==> src/rtl/aq_axi_sdma64_desc_seq.sv <==
// rtl/aq_axi_sdma64_desc_seq.sv - in-order descriptor queue issuing to write/read DMA engines
// Optional watchdog enabled by defining AQ_SDMA_SEQ_TIMEOUT_EN.
module aq_axi_sdma64_desc_seq #(
    parameter int DEPTH_LOG2  = 2,
    parameter int TIMEOUT_CYC = 65535
) (
    input  logic                  AQ_LOCAL_CLK,
    input  logic                  RST_N,
    input  logic                  PUSH_VALID,
    output logic                  PUSH_READY,
    input  logic                  PUSH_DIR,
    input  logic [31:0]           PUSH_ADRS,
    input  logic [31:0]           PUSH_COUNT,
    input  logic                  ENABLE,
    input  logic                  FLUSH,
    output logic                  WR_START,
    output logic [31:0]           WR_ADRS,
    output logic [31:0]           WR_COUNT,
    input  logic                  WR_READY,
    input  logic                  WR_INT,
    output logic                  RD_START,
    output logic [31:0]           RD_ADRS,
    output logic [31:0]           RD_COUNT,
    input  logic                  RD_READY,
    input  logic                  RD_INT,
    output logic [DEPTH_LOG2:0]   LEVEL,
    output logic                  BUSY,
    output logic                  DONE,
    output logic [15:0]           DONE_CNT,
    output logic                  TIMEOUT
);

    localparam int DEPTH = 1 << DEPTH_LOG2;
    localparam logic [DEPTH_LOG2:0]   LP_FULL    = (DEPTH_LOG2+1)'(DEPTH);
    localparam logic [DEPTH_LOG2:0]   LP_LVL_ONE = (DEPTH_LOG2+1)'(1);
    localparam logic [DEPTH_LOG2-1:0] LP_PTR_ONE = DEPTH_LOG2'(1);

    localparam logic [1:0] S_IDLE   = 2'd0;
    localparam logic [1:0] S_ISSUE  = 2'd1;
    localparam logic [1:0] S_ACCEPT = 2'd2;
    localparam logic [1:0] S_RUN    = 2'd3;

    logic [1:0]            r_state;
    logic [DEPTH_LOG2-1:0] r_head;
    logic [DEPTH_LOG2-1:0] r_tail;
    logic [DEPTH_LOG2:0]   r_level;
    logic [31:0]           r_adrs_mem  [DEPTH];
    logic [31:0]           r_count_mem [DEPTH];
    logic                  r_dir_mem   [DEPTH];
    logic                  r_wr_start;
    logic                  r_rd_start;
    logic                  r_done;
    logic [15:0]           r_done_cnt;

    logic w_full;
    logic w_push;
    logic w_head_dir;
    logic w_sel_ready;
    logic w_sel_int;
    logic w_inflight;
    logic w_complete;
    logic w_wdog_hit;
    logic w_pop;

    assign w_full      = (r_level == LP_FULL);
    assign w_push      = PUSH_VALID & ~w_full & ~FLUSH;
    assign w_head_dir  = r_dir_mem[r_head];
    assign w_sel_ready = w_head_dir ? RD_READY : WR_READY;
    assign w_sel_int   = w_head_dir ? RD_INT : WR_INT;
    assign w_inflight  = (r_state == S_ACCEPT) || (r_state == S_RUN);
    assign w_complete  = w_inflight & w_sel_int;
    assign w_pop       = w_complete | w_wdog_hit;

`ifdef AQ_SDMA_SEQ_TIMEOUT_EN
    logic [31:0] r_wdog;
    logic        r_timeout;

    // INT wins over a watchdog expiry landing in the same cycle
    assign w_wdog_hit = w_inflight & ~w_sel_int & (r_wdog == 32'(TIMEOUT_CYC - 1));

    always_ff @(posedge AQ_LOCAL_CLK or negedge RST_N) begin
        if (!RST_N) begin
            r_wdog    <= 32'd0;
            r_timeout <= 1'b0;
        end else begin
            if ((r_state == S_ISSUE) && !FLUSH && w_sel_ready)
                r_wdog <= 32'd0;
            else if (w_inflight)
                r_wdog <= r_wdog + 32'd1;
            if (w_wdog_hit)
                r_timeout <= 1'b1;
        end
    end

    assign TIMEOUT = r_timeout;
`else
    assign w_wdog_hit = 1'b0;
    assign TIMEOUT    = 1'b0;
`endif

    always_ff @(posedge AQ_LOCAL_CLK) begin
        if (w_push) begin
            r_adrs_mem[r_tail]  <= PUSH_ADRS;
            r_count_mem[r_tail] <= PUSH_COUNT;
            r_dir_mem[r_tail]   <= PUSH_DIR;
        end
    end

    // Flush while a descriptor is in flight keeps only the head entry
    always_ff @(posedge AQ_LOCAL_CLK or negedge RST_N) begin
        if (!RST_N) begin
            r_head  <= '0;
            r_tail  <= '0;
            r_level <= '0;
        end else if (FLUSH) begin
            if (w_inflight && w_pop) begin
                r_head  <= r_head + LP_PTR_ONE;
                r_tail  <= r_head + LP_PTR_ONE;
                r_level <= '0;
            end else if (w_inflight) begin
                r_tail  <= r_head + LP_PTR_ONE;
                r_level <= LP_LVL_ONE;
            end else begin
                r_tail  <= r_head;
                r_level <= '0;
            end
        end else begin
            if (w_push)
                r_tail <= r_tail + LP_PTR_ONE;
            if (w_pop)
                r_head <= r_head + LP_PTR_ONE;
            if (w_push && !w_pop)
                r_level <= r_level + LP_LVL_ONE;
            else if (!w_push && w_pop)
                r_level <= r_level - LP_LVL_ONE;
        end
    end

    always_ff @(posedge AQ_LOCAL_CLK or negedge RST_N) begin
        if (!RST_N) begin
            r_state    <= S_IDLE;
            r_wr_start <= 1'b0;
            r_rd_start <= 1'b0;
            r_done     <= 1'b0;
            r_done_cnt <= 16'd0;
        end else begin
            r_wr_start <= 1'b0;
            r_rd_start <= 1'b0;
            r_done     <= w_complete;
            if (w_complete)
                r_done_cnt <= r_done_cnt + 16'd1;
            case (r_state)
                S_IDLE: begin
                    if ((r_level != '0) && ENABLE && !FLUSH)
                        r_state <= S_ISSUE;
                end
                S_ISSUE: begin
                    if (FLUSH) begin
                        r_state <= S_IDLE;
                    end else if (w_sel_ready) begin
                        r_wr_start <= ~w_head_dir;
                        r_rd_start <= w_head_dir;
                        r_state    <= S_ACCEPT;
                    end
                end
                S_ACCEPT: begin
                    if (w_pop)
                        r_state <= S_IDLE;
                    else if (!w_sel_ready)
                        r_state <= S_RUN;
                end
                default: begin
                    if (w_pop)
                        r_state <= S_IDLE;
                end
            endcase
        end
    end

    assign PUSH_READY = ~w_full;
    assign LEVEL      = r_level;
    assign BUSY       = (r_state != S_IDLE);
    assign DONE       = r_done;
    assign DONE_CNT   = r_done_cnt;
    assign WR_START   = r_wr_start;
    assign RD_START   = r_rd_start;
    assign WR_ADRS    = (BUSY && !w_head_dir) ? r_adrs_mem[r_head]  : 32'd0;
    assign WR_COUNT   = (BUSY && !w_head_dir) ? r_count_mem[r_head] : 32'd0;
    assign RD_ADRS    = (BUSY &&  w_head_dir) ? r_adrs_mem[r_head]  : 32'd0;
    assign RD_COUNT   = (BUSY &&  w_head_dir) ? r_count_mem[r_head] : 32'd0;

endmodule

==> config.mk <==
export PLATFORM = sky130hd
export DESIGN_NAME = aq_axi_sdma64_desc_seq
export DESIGN_NICKNAME = d
export VERILOG_FILES = /design/src/rtl/aq_axi_sdma64_desc_seq.sv
export SDC_FILE = /design/constraint.sdc
export NUM_CORES = 1
export LEC_CHECK = 0
export CORE_MARGIN = 2
export CORE_UTILIZATION = 45
export DETAILED_ROUTE_END_ITERATION = 6
export PLACE_DENSITY = 0.71
export SETUP_SLACK_MARGIN = 0.02
export SKIP_CTS_REPAIR_TIMING = 1
export SYNTH_ARGS = -nofsm -noshare
export SYNTH_HDL_FRONTEND = slang
export SYNTH_SLANG_ARGS = --single-unit
export TNS_END_PERCENT = 20
==> constraint.sdc <==
create_clock -name AQ_LOCAL_CLK -period 4.7 [get_ports AQ_LOCAL_CLK]
set_clock_uncertainty 0.05 [all_clocks]
set_input_delay 1.175 -clock AQ_LOCAL_CLK [delete_from_list [all_inputs] [get_ports AQ_LOCAL_CLK]]
set_output_delay 1.175 -clock AQ_LOCAL_CLK [all_outputs]
set_load 0.02 [all_outputs]
==> results.json, run 1 <==
{
  "cts_num_sinks": 288,
  "cts.path.max_buffers": 3,
  "rows": 59,
  "synth-seq-area-share_pct": 72.5,
  "grt_overflow": 0,
  "antenna_found_initial": 0,
  "arrival_ns": 2.92,
  "grt_max_degree": 69,
  "rr_worst_depth": 10,
  "finalPower_w": 0.00865,
  "synth_fp_nets": 711,
  "placed_cells": 1163,
  "crit_required_ns": 3.47,
  "critPathSlowestCell": "clkdlybuf4s50_1",
  "tns_ns": 0,
  "post-route-min-period_ns": 4.15,
  "clock_latency_ns": 0.53,
  "cts_made_buffers": 29,
  "max_cap_violations": 0,
  "tightest_slew_ns": 0.965,
  "r2r_slack_ns": 1.47,
  "nets": 939,
  "power.density_nw_per_um2": 562,
  "critPathCaptureType": "output pin",
  "yosys_warnings": 0,
  "crit_path_end": "WR_ADRS[0]",
  "final_cells": 1216,
  "drtPass1Iterations": 4,
  "drtIter0Drc": 432,
  "drive_above_1_share_pct": 15.8,
  "viasPerCell": 5.27,
  "dr_total_vias": 6404,
  "setup_ws_ns": 0.552,
  "startpoint": "r_head[0]",
  "worstSetupStartpointType": "register",
  "fmax_mhz": 241,
  "ys_seq_elements": 288,
  "netlist_instances": 631,
  "whs_ns": 0.418,
  "hpwl_um": 14900,
  "r2r_end": "LEVEL[2]",
  "power.leakage_nw": 5.42,
  "crit_path_cell_trace": "mux4_2 > nor2b_4 > buf_12 > and2_1 > clkdlybuf4s50_1",
  "htreeDepth": 1,
  "crit_cells": 5,
  "drv_slew": 0,
  "dpl_worst_slack_ns": 1.09,
  "rsz0062_at_grt": "no",
  "cp_num_buf_inv": 2,
  "die_y_um": 166,
  "ioPinCount": 227,
  "grt_usage_pct": 17.2,
  "num_antenna_cells": 0,
  "fin_crit_sh_pct": 88.2,
  "io_buffers": 225,
  "setup_viol_count_final": 0,
  "wl_um": 24000,
  "status": "finished clean",
  "cts_tree": "built",
  "crit_family": "buffers and inverters",
  "r2r-start": "r_head[0]",
  "drc": 0,
  "grt_pass1_wl_um": 36000,
  "floorplan.die_area_um2": 27400,
  "cts_root_buf": "clkbuf_16",
  "fp.dieW_um": 166,
  "post_synth.cell_area_avg_um2": 18.6,
  "max-vdd-ir-drop_mv": 0.424,
  "cts.clk_slew.worst_paths_ns": 0.06,
  "netlist_area_um2": 11700,
  "place_congestion": 0.741,
  "area_delta_synth_final_pct": 31.1,
  "wl_per_cell_um": 19.8,
  "ys_types": 37,
  "slew_headroom_pct": 35.5,
  "path_class": "reg2out",
  "detail-route-antenna-nets": 0,
  "hp-class": "reg2reg",
  "grt_pass1_vias": 6314,
  "start_util_pct": 45.4,
  "critPathMaxStageDelay_ns": 0.61,
  "critPathMaxFanout": 36,
  "core_um2": 25800,
  "fillers": 1987,
  "hold_viol_final": 0
}
-- power by group --
group | total [W] | internal [W] | switching [W]
Sequential | 0.00321 | 0.00311 | 0.0000982
Clock | 0.00228 | 0.00135 | 0.000930
Combinational | 0.00316 | 0.00149 | 0.00167
Total | 0.00865 | 0.00595 | 0.00270
-- layout by cell type, fill, tap and decap left out, types with 4 or more instances in the layout --
cell type / count
xnor2_1: 16
nand4_1: 5
bufinv_16: 4
clkinv_2: 8
edfxtp_1: 260
and2_1: 68
ha_1: 5
buf_12: 6
clkinvlp_4: 4
nor2_1: 9
nand3_1: 7
and3_1: 68
inv_1: 5
buf_4: 8
mux4_2: 65
clkdlybuf4s50_1: 225
o21ai_0: 4
dfrtp_1: 26
nand2_1: 8
and2_4: 4
clkbuf_16: 29
mux2i_1: 9
-- state kept, by name, summed over array words and instances, names as in the netlist --
signal	count
DONE	1
DONE_CNT	16
LEVEL	3
RD_START	1
WR_START	1
r_adrs_mem	128
r_count_mem	128
r_dir_mem	4
r_head	2
r_state	2
r_tail	2
-- final cells by class --
class / instances / area (um2) / share of cell area [%]
inverter: 5 / 18.8 / 0.122
clock inverter: 21 / 219 / 1.42
multi-input combinational: 296 / 3050 / 19.8
clock buffer: 32 / 737 / 4.79
tap: 335 / 419 / 2.72
timing repair buffer: 239 / 2430 / 15.8
sequential: 288 / 8520 / 55.3
-- stage by stage --
stage          area, um2  util [%]
4_1_cts            15400      59.6
5_1_grt            15400      59.6
3_3_place_gp       14400      55.9
2_1_floorplan      11700         -
3_5_place_dp       14400      55.9
6_report           15400      59.6
-- layer usage --
metal / share of wire [%] / global-route usage (%) / up-vias
met5: 0 / 0 / -
met2: 51 / 29.6 / 175
met1: 42 / 23.3 / 3272
li1: - / - / 2924
met3: 5.6 / 2.80 / 33
met4: 1.7 / 4.00 / 0
-- how the worst min path moves through the flow --
stage,cells after the start,endpoint,startpoint,slack (ns)
CTS,1,DONE_CNT[15],DONE_CNT[15],0.42
global placement,1,DONE_CNT[15],DONE_CNT[15],0.41
finish,1,DONE_CNT[15],DONE_CNT[15],0.42
detailed placement,1,DONE_CNT[15],DONE_CNT[15],0.41
global route,1,DONE_CNT[15],DONE_CNT[15],0.45
floorplan,2,r_state[0],r_state[0],0.47
-- cell usage after synthesis --
master,instances,area (um2)
nand2_1,8,30.0
o21ai_1,1,5.00
and3_1,68,425
and4_1,3,26.3
mux2_1,1,11.3
mux2_2,2,22.5
or4b_2,1,10.0
or3b_2,1,8.76
nor2b_1,3,18.8
nor3_1,2,10.0
and3b_1,1,8.76
edfxtp_1,260,7810
nor3b_1,1,7.51
buf_6,2,22.5
ha_1,5,62.6
nor2_1,9,33.8
dfrtp_1,28,701
or2_2,1,6.26
xor2_1,3,26.3
a21oi_1,2,10.0
xnor2_1,16,140
mux4_2,65,1460
inv_1,5,18.8
o31ai_1,1,7.51
nand3_1,7,35.0
clkbuf_1,33,124
conb_1,1,3.75
xnor3_1,1,22.5
nand4_1,5,31.3
and2_1,72,450
buf_4,1,7.51
buf_2,6,30.0
mux2i_1,9,90.1
mux2_4,1,15.0
fa_1,1,20.0
o21bai_1,1,7.51
o21ai_0,4,20.0
-- logic make-up (layout without fill, tap and decap cells) --
kind of cell	Yosys count	count (layout)	share of synthesized area, %
AOI/OAI and AO/OA	9	9	0.426
and+or+nand+nor	182	182	9.39
buffers and inverters	47	297	1.73
DFF	288	288	72.5
other	1	1	0.0319
xor gates and xnor gates	20	20	1.61
muxes	78	78	13.7
adders and majority gates	6	6	0.703
Note: power is estimated with default switching activity, not from simulation.
==> run 2, diff against run 1 <==
CTS_CLUSTER_DIAMETER = 50   (was unset)
SKIP_CTS_REPAIR_TIMING = unset   (was 1)
clock period = 5.1 ns   (was 4.7 ns; I/O delays follow)
==> run 2 against run 1 <==
Routed wire length is 0.38% higher; clock-buffer cell count is 4 higher; die area stayed put; cell count hardly changed; largest power group unchanged.
==> results.json, run 2 (same netlist as run 1, synthesis figures left out) <==
{
  "status": "finished clean",
  "drv_slew": 0,
  "tns_ns": 0,
  "grt_max_degree": 69,
  "rows": 59,
  "drive_above_1_share_pct": 15.3,
  "place_congestion": 0.763,
  "grt_pass1_wl_um": 36300,
  "max-vdd-ir-drop_mv": 0.296,
  "swShare_pct": 30.7,
  "drtPass1Iterations": 4,
  "cts_resized": 0,
  "worstSetupStartpointType": "register",
  "critPathMaxStageDelay_ns": 0.60,
  "nets": 937,
  "cts.clk_slew.worst_paths_ns": 0.06,
  "drc": 0,
  "core_um2": 25800,
  "power.leakage_nw": 5.45,
  "drtIter0Drc": 354,
  "max_cap_violations": 0,
  "setup_viol_count_final": 0,
  "num_antenna_cells": 0,
  "clock_latency_ns": 0.55,
  "critPathMaxFanout": 36,
  "grt_pass1_vias": 6370,
  "seq_power_share_pct": 36.3,
  "fp.dieW_um": 166,
  "cp_num_buf_inv": 2,
  "final_cell_mix": "edfxtp_1, clkdlybuf4s50_1, and3_1, and2_1, mux4_2",
  "cts_made_buffers": 31,
  "hold_buffers": 0,
  "power_frac_clock_pct": 28.1,
  "crit_path_cell_trace": "mux4_2 > nor2b_4 > buf_12 > and2_1 > clkdlybuf4s50_1",
  "arrival_ns": 3.13,
  "htreeDepth": 1,
  "path_class": "reg2out",
  "detail-route-antenna-nets": 0,
  "comb_power_share_pct": 35.5,
  "cts_num_sinks": 288,
  "cts.path.max_buffers": 3,
  "critPathSlowestCell": "clkdlybuf4s50_1",
  "crit_required_ns": 3.77,
  "start_util_pct": 45.4,
  "floorplan.die_area_um2": 27400,
  "tightest_slew_ns": 1.02,
  "p_sw_w": 0.00250,
  "fin_crit_sh_pct": 87.4,
  "multiInputGateArea_um2": 3050,
  "die_y_um": 166,
  "grt_overflow": 0,
  "area_delta_synth_final_pct": 31.5,
  "register_area_um2": 8520,
  "crit_family": "buffers and inverters",
  "cts_tree": "built",
  "final_cells": 1217,
  "fillers": 1968,
  "ioPinCount": 227,
  "io_buffers": 225,
  "fmax_mhz": 224,
  "slew_headroom_pct": 31.8,
  "wl_um": 24100,
  "hpwl_um": 14400,
  "grt_usage_pct": 17.6,
  "wl_per_cell_um": 19.8,
  "antenna_found_initial": 0,
  "p_int_w": 0.00565,
  "cts_setup_buffers": 0,
  "hold_viol_final": 0,
  "final_common_cell": "edfxtp_1",
  "power.density_nw_per_um2": 528,
  "rsz0062_at_grt": "no",
  "dr_total_vias": 6317,
  "placed_cells": 1159,
  "critPathCaptureType": "output pin",
  "post-route-min-period_ns": 4.46,
  "cts_root_buf": "clkbuf_16",
  "viasPerCell": 5.19,
  "hp-class": "reg2reg"
}
## run 2: cell count changes in the layout (fill, tap and decap cells not counted), sizes merged
cell	before	now
bufinv	4	6
buf	14	10
clkbuf	32	36
clkinvlp	4	1
inv	7	6
clkinv	11	14
## run 2: path summary, 6_finish.rpt
check	start	end	slack (ns)	cells after the start
setup / recovery	r_head[0]	WR_ADRS[19]	0.64	5
hold / removal	DONE_CNT[15]	DONE_CNT[15]	0.43	1
setup reg to reg	r_head[0]	LEVEL[2]	1.89	10
hold reg to reg	DONE_CNT[15]	DONE_CNT[15]	0.43	1
max in group asynchronous	RST_N	r_tail[1]	3.29	2
min in group asynchronous	RST_N	DONE_CNT[13]	1.06	1
## run 2: area by class of cell
| class | count | share of cell area, % |
|---|---|---|
| flip-flops and latches | 288 | 55.2 |
| repair buffers | 235 | 15.4 |
| clock buffers | 36 | 5.15 |
| well taps | 335 | 2.71 |
| multi-input cells | 296 | 19.7 |
| inverters | 5 | 0.122 |
| clock inverters | 22 | 1.73 |
## run 2: layer usage
metal / vias up / track usage [%] / routed length [um]
met4: 0 / 4.35 / 359
met5: - / 0 / 0
met2: 193 / 30.1 / 12100
li1: 2926 / - / -
met3: 30 / 3.32 / 1400
met1: 3168 / 23.4 / 10300
## run 2: power groups by stage
| stage | Sequential [W] | Clock (W) | Combinational, W |
|---|---|---|---|
| 6_report | 0.00296 | 0.00229 | 0.00289 |
| 5_1_grt | 0.00298 | 0.00244 | 0.00314 |
| 4_1_cts | 0.00296 | 0.00235 | 0.00296 |
| 3_5_place_dp | 0.00301 | 0 | 0.00295 |
| 3_3_place_gp | 0.00300 | 0 | 0.00293 |
| 2_1_floorplan | 0.00301 | 0 | 0.00180 |
## run 2: metrics by stage
step	utilization (%)	area, um2	hold WS [ns]	power (W)	setup WS, ns
6_report	59.8	15400	0.432	0.00815	0.643
3_5_place_dp	55.7	14400	0.413	0.00596	1.14
3_3_place_gp	55.7	14400	0.414	0.00593	1.23
4_1_cts	59.8	15400	0.425	0.00827	0.540
5_1_grt	59.8	15400	0.448	0.00856	0.484
2_1_floorplan	-	11700	0.469	0.00481	1.44
==> run 3, diff against run 2 <==
CTS_BUF_LIST = sky130_fd_sc_hd__clkbuf_16   (was unset)
SLEW_MARGIN = 10   (was unset)
==> run 3 against run 2 <==
Core utilization unchanged; critical path depth unchanged; worst hold slack about the same; worst setup slack got worse by 0.00088 ns; clock power about the same; flip-flop and latch count unchanged; highest routed layer unchanged; sequential share of layout area unchanged.
==> results.json, run 3 (same netlist as run 1, synthesis figures left out) <==
{
  "cts_made_buffers": 31,
  "start_util_pct": 45.4,
  "grt_max_degree": 69,
  "viasPerCell": 5.19,
  "fillers": 1968,
  "cts.path.max_buffers": 3,
  "drive_above_1_share_pct": 15.3,
  "hp-class": "reg2reg",
  "crit_required_ns": 3.77,
  "final_common_cell": "edfxtp_1",
  "cp_num_buf_inv": 2,
  "max-vdd-ir-drop_mv": 0.296,
  "drtPass1Iterations": 4,
  "final_area_um2": 15400,
  "htreeDepth": 1,
  "dpl_worst_slack_ns": 1.14,
  "num_antenna_cells": 0,
  "io_buffers": 225,
  "drtIter0Drc": 355,
  "status": "finished clean",
  "final_cell_mix": "edfxtp_1, clkdlybuf4s50_1, and3_1, and2_1, mux4_2",
  "critPathSlowestCell": "clkdlybuf4s50_1",
  "placed_area_um2": 14400,
  "worstSetupStartpointType": "register",
  "place_congestion": 0.763,
  "setup_ws_ns": 0.643,
  "area_delta_synth_final_pct": 31.5,
  "fp.dieW_um": 166,
  "grt_usage_pct": 17.6,
  "grt_overflow": 0,
  "drc": 0,
  "arrival_ns": 3.13,
  "hold_buffers": 0,
  "antenna_found_initial": 0,
  "rows": 59,
  "crit_family": "buffers and inverters",
  "critPathCaptureType": "output pin",
  "rsz0062_at_grt": "no",
  "detail-route-antenna-nets": 0,
  "placed_cells": 1159,
  "grt_pass1_vias": 6370,
  "power.leakage_nw": 5.47,
  "clock_latency_ns": 0.55,
  "finalPower_w": 0.00814,
  "final_cells": 1217,
  "multiInputGateArea_um2": 3050,
  "cts_num_sinks": 288,
  "slew_headroom_pct": 31.8,
  "power.density_nw_per_um2": 527,
  "critPathMaxStageDelay_ns": 0.60,
  "core_um2": 25800,
  "drv_slew": 0,
  "path_class": "reg2out",
  "tns_ns": 0,
  "die_y_um": 166,
  "max_cap_violations": 0,
  "fin_crit_sh_pct": 87.4,
  "grt_pass1_wl_um": 36300,
  "ioPinCount": 227,
  "floorplan.die_area_um2": 27400,
  "cts_setup_buffers": 0,
  "wl_per_cell_um": 19.8,
  "dr_total_vias": 6317,
  "hold_viol_final": 0,
  "hpwl_um": 14400,
  "setup_viol_count_final": 0,
  "critPathMaxFanout": 36,
  "register_area_um2": 8520,
  "fmax_mhz": 224,
  "cts.clk_slew.worst_paths_ns": 0.06,
  "cts_tree": "built",
  "post-route-min-period_ns": 4.46,
  "wl_um": 24100,
  "cts_root_buf": "clkbuf_16",
  "nets": 937,
  "crit_path_cell_trace": "mux4_2 > nor2b_4 > buf_12 > and2_1 > clkdlybuf4s50_1",
  "tightest_slew_ns": 1.02,
  "cts_resized": 0
}
run 3: changes by cell type in the layout (fill, tap and decap cells not counted):
cell and delta:
clkbuf_1 -5, inv_1 +5
run 3: metrics by stage:
step | hold slack [ns] | util [%]
floorplan | 0.469 | -
global placement | 0.414 | 55.7
detailed placement | 0.413 | 55.7
CTS | 0.425 | 59.8
global route | 0.448 | 59.8
finish | 0.432 | 59.8
run 3: layout make-up:
type	instances	area share, %
inverter	5	0.122
clock inverter	27	1.85
timing repair buffer	235	15.4
clock buffer	31	5.02
multi-input combinational	296	19.7
tap	335	2.71
sequential	288	55.2
run 3: path summary, 6_finish.rpt:
kind / depth (start not counted) / from / to / slack, ns
setup / recovery: 5 / r_head[0] / WR_ADRS[19] / 0.64
hold / removal: 1 / DONE_CNT[15] / DONE_CNT[15] / 0.43
setup reg to reg: 10 / r_head[0] / LEVEL[2] / 1.89
hold reg to reg: 1 / DONE_CNT[15] / DONE_CNT[15] / 0.43
max in group asynchronous: 2 / RST_N / r_tail[1] / 3.29
min in group asynchronous: 1 / RST_N / DONE_CNT[13] / 1.06
run 3: metal layers:
layer	track usage (%)	vias up	wire (um)
met5	0	-	0
met4	4.35	0	359
met3	3.32	30	1350
met2	30.1	184	12100
met1	23.4	3177	10300
li1	-	2926	-
run 3: report_power, final:
group          internal [W]  switching [W]  total, W
registers           0.00287      0.0000887   0.00296
clock network       0.00141       0.000878   0.00228
logic               0.00136        0.00154   0.00289
total               0.00564        0.00250   0.00814
